## src/rtl/bp_pkg.sv

```systemverilog
// Shared definitions for the branch predictor table.
// Counter encodings and the saturating next-state helper.
package bp_pkg;

    localparam logic [1:0] CNT_SNT = 2'b00;
    localparam logic [1:0] CNT_WNT = 2'b01;
    localparam logic [1:0] CNT_WT  = 2'b10;
    localparam logic [1:0] CNT_ST  = 2'b11;

    function automatic logic [1:0] next_counter(
        input logic [1:0] cnt,
        input logic       taken
    );
        logic [1:0] nxt;
        nxt = cnt;
        unique case (1'b1)
            taken && (cnt != CNT_ST):   nxt = cnt + 2'd1;
            !taken && (cnt != CNT_SNT): nxt = cnt - 2'd1;
            default:                    nxt = cnt;
        endcase
        return nxt;
    endfunction

endpackage

```

## src/rtl/branch_predictor_table_if.sv

```systemverilog
// Fetch/execute facing bundle of the branch predictor table.
// master = pipeline side, slave = predictor.
interface branch_predictor_table_if #(
    parameter int INDEX_W = 4,
    parameter int TAG_W   = 5
);
    localparam int ADDR_W = INDEX_W + TAG_W;

    logic              flush;
    logic              lookup_valid;
    logic [ADDR_W-1:0] lookup_addr;
    logic              pred_valid;
    logic              pred_hit;
    logic              pred_taken;
    logic              upd_valid;
    logic [ADDR_W-1:0] upd_addr;
    logic              upd_taken;

    modport master (
        output flush, lookup_valid, lookup_addr,
        output upd_valid, upd_addr, upd_taken,
        input  pred_valid, pred_hit, pred_taken
    );

    modport slave (
        input  flush, lookup_valid, lookup_addr,
        input  upd_valid, upd_addr, upd_taken,
        output pred_valid, pred_hit, pred_taken
    );

endinterface

```

## src/rtl/sat_counter_2b.sv

```systemverilog
// Combinational next state of a 2-bit saturating counter.
module sat_counter_2b
    import bp_pkg::*;
(
    input  logic [1:0] cnt,
    input  logic       taken,
    output logic [1:0] nxt
);

    assign nxt = next_counter(cnt, taken);

endmodule

```

## src/rtl/branch_predictor_table.sv

```systemverilog
// Direct-mapped branch history table with registered prediction,
// execute-stage training and write-first lookup forwarding.
module branch_predictor_table
    import bp_pkg::*;
#(
    parameter int INDEX_W = 4,
    parameter int TAG_W   = 5
) (
    input  logic                     clk,
    input  logic                     reset,
    branch_predictor_table_if.slave  bus
);

    localparam int ADDR_W = INDEX_W + TAG_W;
    localparam int DEPTH  = 1 << INDEX_W;

    logic             valid_q [DEPTH];
    logic [TAG_W-1:0] tag_q   [DEPTH];
    logic [1:0]       cnt_q   [DEPTH];

    logic [INDEX_W-1:0] u_idx;
    logic [TAG_W-1:0]   u_tag;
    logic               u_hit;
    logic [1:0]         u_inc;
    logic [1:0]         u_cnt;

    logic [INDEX_W-1:0] l_idx;
    logic [TAG_W-1:0]   l_tag;
    logic               fwd;
    logic               e_valid;
    logic [TAG_W-1:0]   e_tag;
    logic [1:0]         e_cnt;
    logic               l_hit;

    assign u_idx = bus.upd_addr[INDEX_W-1:0];
    assign u_tag = bus.upd_addr[ADDR_W-1:INDEX_W];
    assign l_idx = bus.lookup_addr[INDEX_W-1:0];
    assign l_tag = bus.lookup_addr[ADDR_W-1:INDEX_W];

    // A flush clears valids before the update, so it always allocates.
    assign u_hit = !bus.flush && valid_q[u_idx]
                   && (tag_q[u_idx] == u_tag);

    sat_counter_2b u_sat (
        .cnt   (cnt_q[u_idx]),
        .taken (bus.upd_taken),
        .nxt   (u_inc)
    );

    assign u_cnt = u_hit ? u_inc
                 : (bus.upd_taken ? CNT_WT : CNT_WNT);

    always_comb begin
        fwd     = bus.upd_valid && (u_idx == l_idx);
        e_valid = valid_q[l_idx];
        e_tag   = tag_q[l_idx];
        e_cnt   = cnt_q[l_idx];
        if (fwd) begin
            e_valid = 1'b1;
            e_tag   = u_tag;
            e_cnt   = u_cnt;
        end
        l_hit = !bus.flush && e_valid && (e_tag == l_tag);
    end

    always_ff @(posedge clk) begin
        if (reset) begin
            for (int i = 0; i < DEPTH; i++) begin
                valid_q[i] <= 1'b0;
                tag_q[i]   <= '0;
                cnt_q[i]   <= CNT_WNT;
            end
            bus.pred_valid <= 1'b0;
            bus.pred_hit   <= 1'b0;
            bus.pred_taken <= 1'b0;
        end else begin
            if (bus.flush) begin
                for (int i = 0; i < DEPTH; i++) begin
                    valid_q[i] <= 1'b0;
                end
            end
            if (bus.upd_valid) begin
                valid_q[u_idx] <= 1'b1;
                tag_q[u_idx]   <= u_tag;
                cnt_q[u_idx]   <= u_cnt;
            end
            bus.pred_valid <= bus.lookup_valid;
            bus.pred_hit   <= bus.lookup_valid && l_hit;
            bus.pred_taken <= bus.lookup_valid && l_hit && e_cnt[1];
        end
    end

endmodule

```

## src/flat_wrapper.sv

```systemverilog
// flat-port wrapper written by rule: the top's interface ports become plain ports
module branch_predictor_table_flat import bp_pkg::*;
#(
    parameter int INDEX_W = 4,
    parameter int TAG_W   = 5
)
  (clk, reset, bus_flush, bus_lookup_valid, bus_lookup_addr, bus_upd_valid, bus_upd_addr, bus_upd_taken, bus_pred_valid, bus_pred_hit, bus_pred_taken);
  branch_predictor_table_if #(.INDEX_W(INDEX_W), .TAG_W(TAG_W)) bus_i ();
  input  logic clk;
  input  logic reset;
  input wire logic [$bits(bus_i.flush)-1:0] bus_flush;
  input wire logic [$bits(bus_i.lookup_valid)-1:0] bus_lookup_valid;
  input wire logic [$bits(bus_i.lookup_addr)-1:0] bus_lookup_addr;
  input wire logic [$bits(bus_i.upd_valid)-1:0] bus_upd_valid;
  input wire logic [$bits(bus_i.upd_addr)-1:0] bus_upd_addr;
  input wire logic [$bits(bus_i.upd_taken)-1:0] bus_upd_taken;
  output wire logic [$bits(bus_i.pred_valid)-1:0] bus_pred_valid;
  output wire logic [$bits(bus_i.pred_hit)-1:0] bus_pred_hit;
  output wire logic [$bits(bus_i.pred_taken)-1:0] bus_pred_taken;
  assign bus_i.flush = bus_flush;
  assign bus_i.lookup_valid = bus_lookup_valid;
  assign bus_i.lookup_addr = bus_lookup_addr;
  assign bus_i.upd_valid = bus_upd_valid;
  assign bus_i.upd_addr = bus_upd_addr;
  assign bus_i.upd_taken = bus_upd_taken;
  assign bus_pred_valid = bus_i.pred_valid;
  assign bus_pred_hit = bus_i.pred_hit;
  assign bus_pred_taken = bus_i.pred_taken;
  branch_predictor_table #(.INDEX_W(INDEX_W), .TAG_W(TAG_W)) u_core (.clk(clk), .reset(reset), .bus(bus_i));
endmodule
```

## config.mk

```make
export PLATFORM = sky130hd
export DESIGN_NAME = branch_predictor_table_flat
export DESIGN_NICKNAME = d
export VERILOG_FILES = /design/src/rtl/bp_pkg.sv /design/src/rtl/branch_predictor_table_if.sv /design/src/rtl/sat_counter_2b.sv /design/src/rtl/branch_predictor_table.sv /design/src/flat_wrapper.sv
export SDC_FILE = /design/constraint.sdc
export NUM_CORES = 1
export LEC_CHECK = 0
export ABC_AREA = 1
export CAP_MARGIN = 25
export CORE_AREA = 4 4 123 125
export DETAILED_ROUTE_END_ITERATION = 12
export DIE_AREA = 0 0 127 129
export MAX_ROUTING_LAYER = met4
export PLACE_DENSITY = 0.76
export SYNTH_ARGS = -nofsm -noshare
export SYNTH_HDL_FRONTEND = slang
export SYNTH_SLANG_ARGS = --single-unit
export TNS_END_PERCENT = 1
```

## constraint.sdc

```tcl
create_clock -name clk -period 2.1 [get_ports clk]
set_input_delay 0.42 -clock clk [delete_from_list [all_inputs] [get_ports clk]]
set_output_delay 0.42 -clock clk [all_outputs]
set_load 0.01 [all_outputs]
```

==> flow_summary.json <==
{
  "cpMostUsedCell": "nand2_1",
  "place_area_sq_um": 9135,
  "p_leak_nw": 4.574,
  "maxCapViolCount": 0,
  "fin_ws_ps": 48.46,
  "port_buffers": 26,
  "power.switching_mw": 1.839,
  "first_global_vias": 7136,
  "powerDensity_nw_per_um2": 702.0,
  "r2r_setup_slack_ps": 50,
  "cts_root_buf": "clkbuf_16",
  "hold_path.class": "register to register",
  "hp-start": "u_core.valid_q[7]$_DFF_P_",
  "min_period_ps": 2052,
  "p_sw_share_pct": 26.34,
  "grt_overflow": 0,
  "syn_nets": 1101,
  "die_w_um": 127,
  "ys_types": 32,
  "clk-insertion-delay-late_ps": 430,
  "crit_chain": "nand2_1 > o21ai_0 > nand2_1 > nand2_1 > nand2_2 > nand2_2 > o21ai_2 > nand3b_1 > nor2_2 > nand3_2 > nand2_4 > clkbuf_16 > nor2_2",
  "synth_mux_area_share_pct": 0,
  "netlist_area_sq_um": 7741,
  "worst_setup_path_start_kind": "register",
  "fmax_mhz": 487.4,
  "detail_route.wl_per_cell_um": 18.17,
  "power_frac_seq_pct": 42.8,
  "hold_depth": 2,
  "hold_viol": 0,
  "fill_cells": 1087,
  "antenna_found_initial": 0,
  "yosysSeqAreaShare_pct": 48.36,
  "clockPowerShare_pct": 40.7,
  "via_count": 7781,
  "internal_power_mw": 5.140,
  "synth_seq_cells": 131,
  "path_clk_slew_ps": 60,
  "final_cell_mix": "nand2_1, nor2_1, edfxtp_1",
  "via_per_inst": 5.586,
  "required_ps": 2290,
  "htree_levels": 4,
  "ant_nets": 0,
  "dieArea_sq_um": 16380,
  "synth_simple_gate_area_share_pct": 36.61,
  "r2r-start": "u_core.tag_q[9][4]$_SDFFCE_PN0P_",
  "synth_top_family_by_area": "simple AND/OR/NAND/NOR gates",
  "crit_path_end_kind": "register",
  "cp_max_fo": 5,
  "core_sq_um": 13880,
  "setup_viol": 0,
  "layout_commonest_cell": "nand2_1",
  "finish.utilization_pct": 71.62,
  "synth_fa_ha_area_share_pct": 0.1293,
  "syn_inst": 1077,
  "yosys.area_share.xor_xnor_pct": 0,
  "maxSlewViolCount": 0,
  "io_pins": 27,
  "dp_slack_ps": -651.3,
  "relSlewSlack_pct": 51.17,
  "worstHoldEndpoint": "u_core.valid_q[7]$_DFF_P_",
  "layout-drive-gt1-share_pct": 18.14,
  "fin_skew_ps": 7.102,
  "ys_warn_count": 0,
  "critPathSlowestCell": "edfxtp_1",
  "peakVddDrop_mv": 0.4578,
  "register_area_sq_um": 3744,
  "comb_power_share_pct": 16.4,
  "synth.avg_cell_area_sq_um": 7.188,
  "grt_pass1_wl_mm": 38.13,
  "cts_buffers": 17,
  "rsz0062_at_grt": "yes",
  "ctsHoldBuffers": 0,
  "synth_compound_area_share_pct": 5.996,
  "holdWs_ps": 494.8,
  "nets": 1225,
  "dieHeight_um": 129,
  "cts.sink_count": 131,
  "dpl.hpwl_mm": 17.84,
  "cts_buffer_depth": 2,
  "cp.arrival_ps": 2240,
  "initial_utilization_pct": 55.77,
  "drtIter0Drc": 1074,
  "place.gp.congestion": 1.033,
  "path_class": "register to register",
  "cts_tree": "built",
  "status": "completed",
  "worstMarginPinSlew_ps": 731.7,
  "diodes": 0,
  "cp_slowest_stage_delay_ps": 380,
  "area_growth_pct": 28.41,
  "grt_use_total_pct": 31.82,
  "reg2reg_depth": 13,
  "rr_endpoint": "u_core.cnt_q[9][1]$_SDFFCE_PN0P_",
  "grt_start_max_net_pins": 45,
  "multi_input_area_sq_um": 3405,
  "period_share_pct": 97.69,
  "drt_first_pass_iters": 7,
  "fp-row-count": 43,
  "drt_wl_total_mm": 25.31,
  "design_area_sq_um": 9941,
  "drc": 0
}
## power by group through the flow
stage          Combinational (mW)  Clock, mW  Sequential (mW)
6_report                     1.15       2.84             2.99
5_1_grt                      1.24       2.98             3.00
4_1_cts                      1.06       2.85             2.99
3_5_place_dp                 1.05          0             3.04
3_3_place_gp                 1.04          0             3.04
2_1_floorplan               0.580          0             3.03
## flip-flops by register name (all words and copies together), names as in the netlist
register / count
u_core.cnt_q: 32
u_core.tag_q: 80
u_core.valid_q: 16
u_core.bus.pred_taken: 1
u_core.bus.pred_hit: 1
u_core.bus.pred_valid: 1
## worst max-delay path by stage
stage | startpoint | endpoint | slack (ps) | cells past startpoint
after floorplan | bus_upd_addr[0] | u_core.cnt_q[9][1]$_SDFFCE_PN0P_ | -10 | 16
after global placement | bus_upd_addr[1] | u_core.cnt_q[1][1]$_SDFFCE_PN0P_ | -710 | 15
after detailed placement | bus_upd_addr[1] | u_core.cnt_q[3][1]$_SDFFCE_PN0P_ | -650 | 15
after CTS | u_core.tag_q[15][2]$_SDFFCE_PN0P_ | u_core.cnt_q[3][1]$_SDFFCE_PN0P_ | 4 | 15
after global routing | u_core.tag_q[9][3]$_SDFFCE_PN0P_ | u_core.cnt_q[14][1]$_SDFFCE_PN0P_ | -50 | 15
final | u_core.tag_q[9][4]$_SDFFCE_PN0P_ | u_core.cnt_q[9][1]$_SDFFCE_PN0P_ | 50 | 13
## timing repair
item | 4_1_cts | 5_1_grt
pin swaps | 1 | 17
gates resized for setup | 11 | 49
buffers inserted | 1 | 3
gates cloned | 0 | 4
endpoints found under the setup margin | 70 | 33
## stage by stage
stage	std cells	setup TNS [ps]	power, mW
detailed placement	1354	-79080	4.092
global placement	1354	-80790	4.079
CTS	1386	0	6.900
finish	1393	0	6.979
global route	1393	-394.0	7.218
floorplan	1077	-114.7	3.605
## cell usage after synthesis
master | n | share of area (%)
nor3_1 | 4 | 0.26
clkinv_1 | 6 | 0.29
nand3_2 | 2 | 0.26
and3_1 | 1 | 0.081
or2_2 | 1 | 0.081
nor2_2 | 14 | 1.1
edfxtp_1 | 112 | 43
buf_4 | 2 | 0.19
nand3_1 | 92 | 5.9
inv_1 | 97 | 4.7
o22ai_1 | 2 | 0.16
nand4_1 | 1 | 0.081
nor2_1 | 146 | 7.1
o211a_1 | 1 | 0.13
nand2_1 | 431 | 21
buf_1 | 10 | 0.48
o21ai_0 | 52 | 3.4
nand3b_1 | 2 | 0.19
nand3b_2 | 1 | 0.15
clkbuf_1 | 19 | 0.92
o211ai_1 | 4 | 0.39
nand2_4 | 2 | 0.29
buf_2 | 14 | 0.91
a22o_1 | 1 | 0.11
buf_6 | 9 | 1.3
a21oi_1 | 8 | 0.52
nand4_2 | 1 | 0.16
dfxtp_1 | 19 | 4.9
a21o_1 | 1 | 0.097
o21ai_1 | 19 | 1.2
inv_2 | 2 | 0.097
maj3_1 | 1 | 0.13
## critical path, delay by kind of cell (launching register included)
family | cells | cell delay [ps]
simple gates | 10 | 980
buf+inv | 1 | 180
flops | 1 | 380
compound gates | 2 | 280
## metal layers
| layer | up-vias | wire [um] | track usage, % |
|---|---|---|---|
| li1 | 3672 | - | - |
| met5 | - | 0 | - |
| met3 | 77 | 2452 | 4.691 |
| met1 | 3540 | 10540 | 42.64 |
| met4 | 0 | 727 | 12.24 |
| met2 | 492 | 11590 | 49.25 |
## cell type report
class	instances	area share, %
inverter	105	3.965
sequential	131	37.66
clock inverter	11	1.145
timing repair buffer	159	16.22
clock buffer	20	4.493
tap	180	2.266
multi-input combinational	787	34.25
## cell families after synthesis
family | Yosys count
AND/OR/NAND/NOR | 698
buffers and inverters | 159
flip-flops | 131
AO/OA/AOI/OAI | 88
adder cells (fa/ha/maj) | 1
Power figures use the tool's default switching activity.
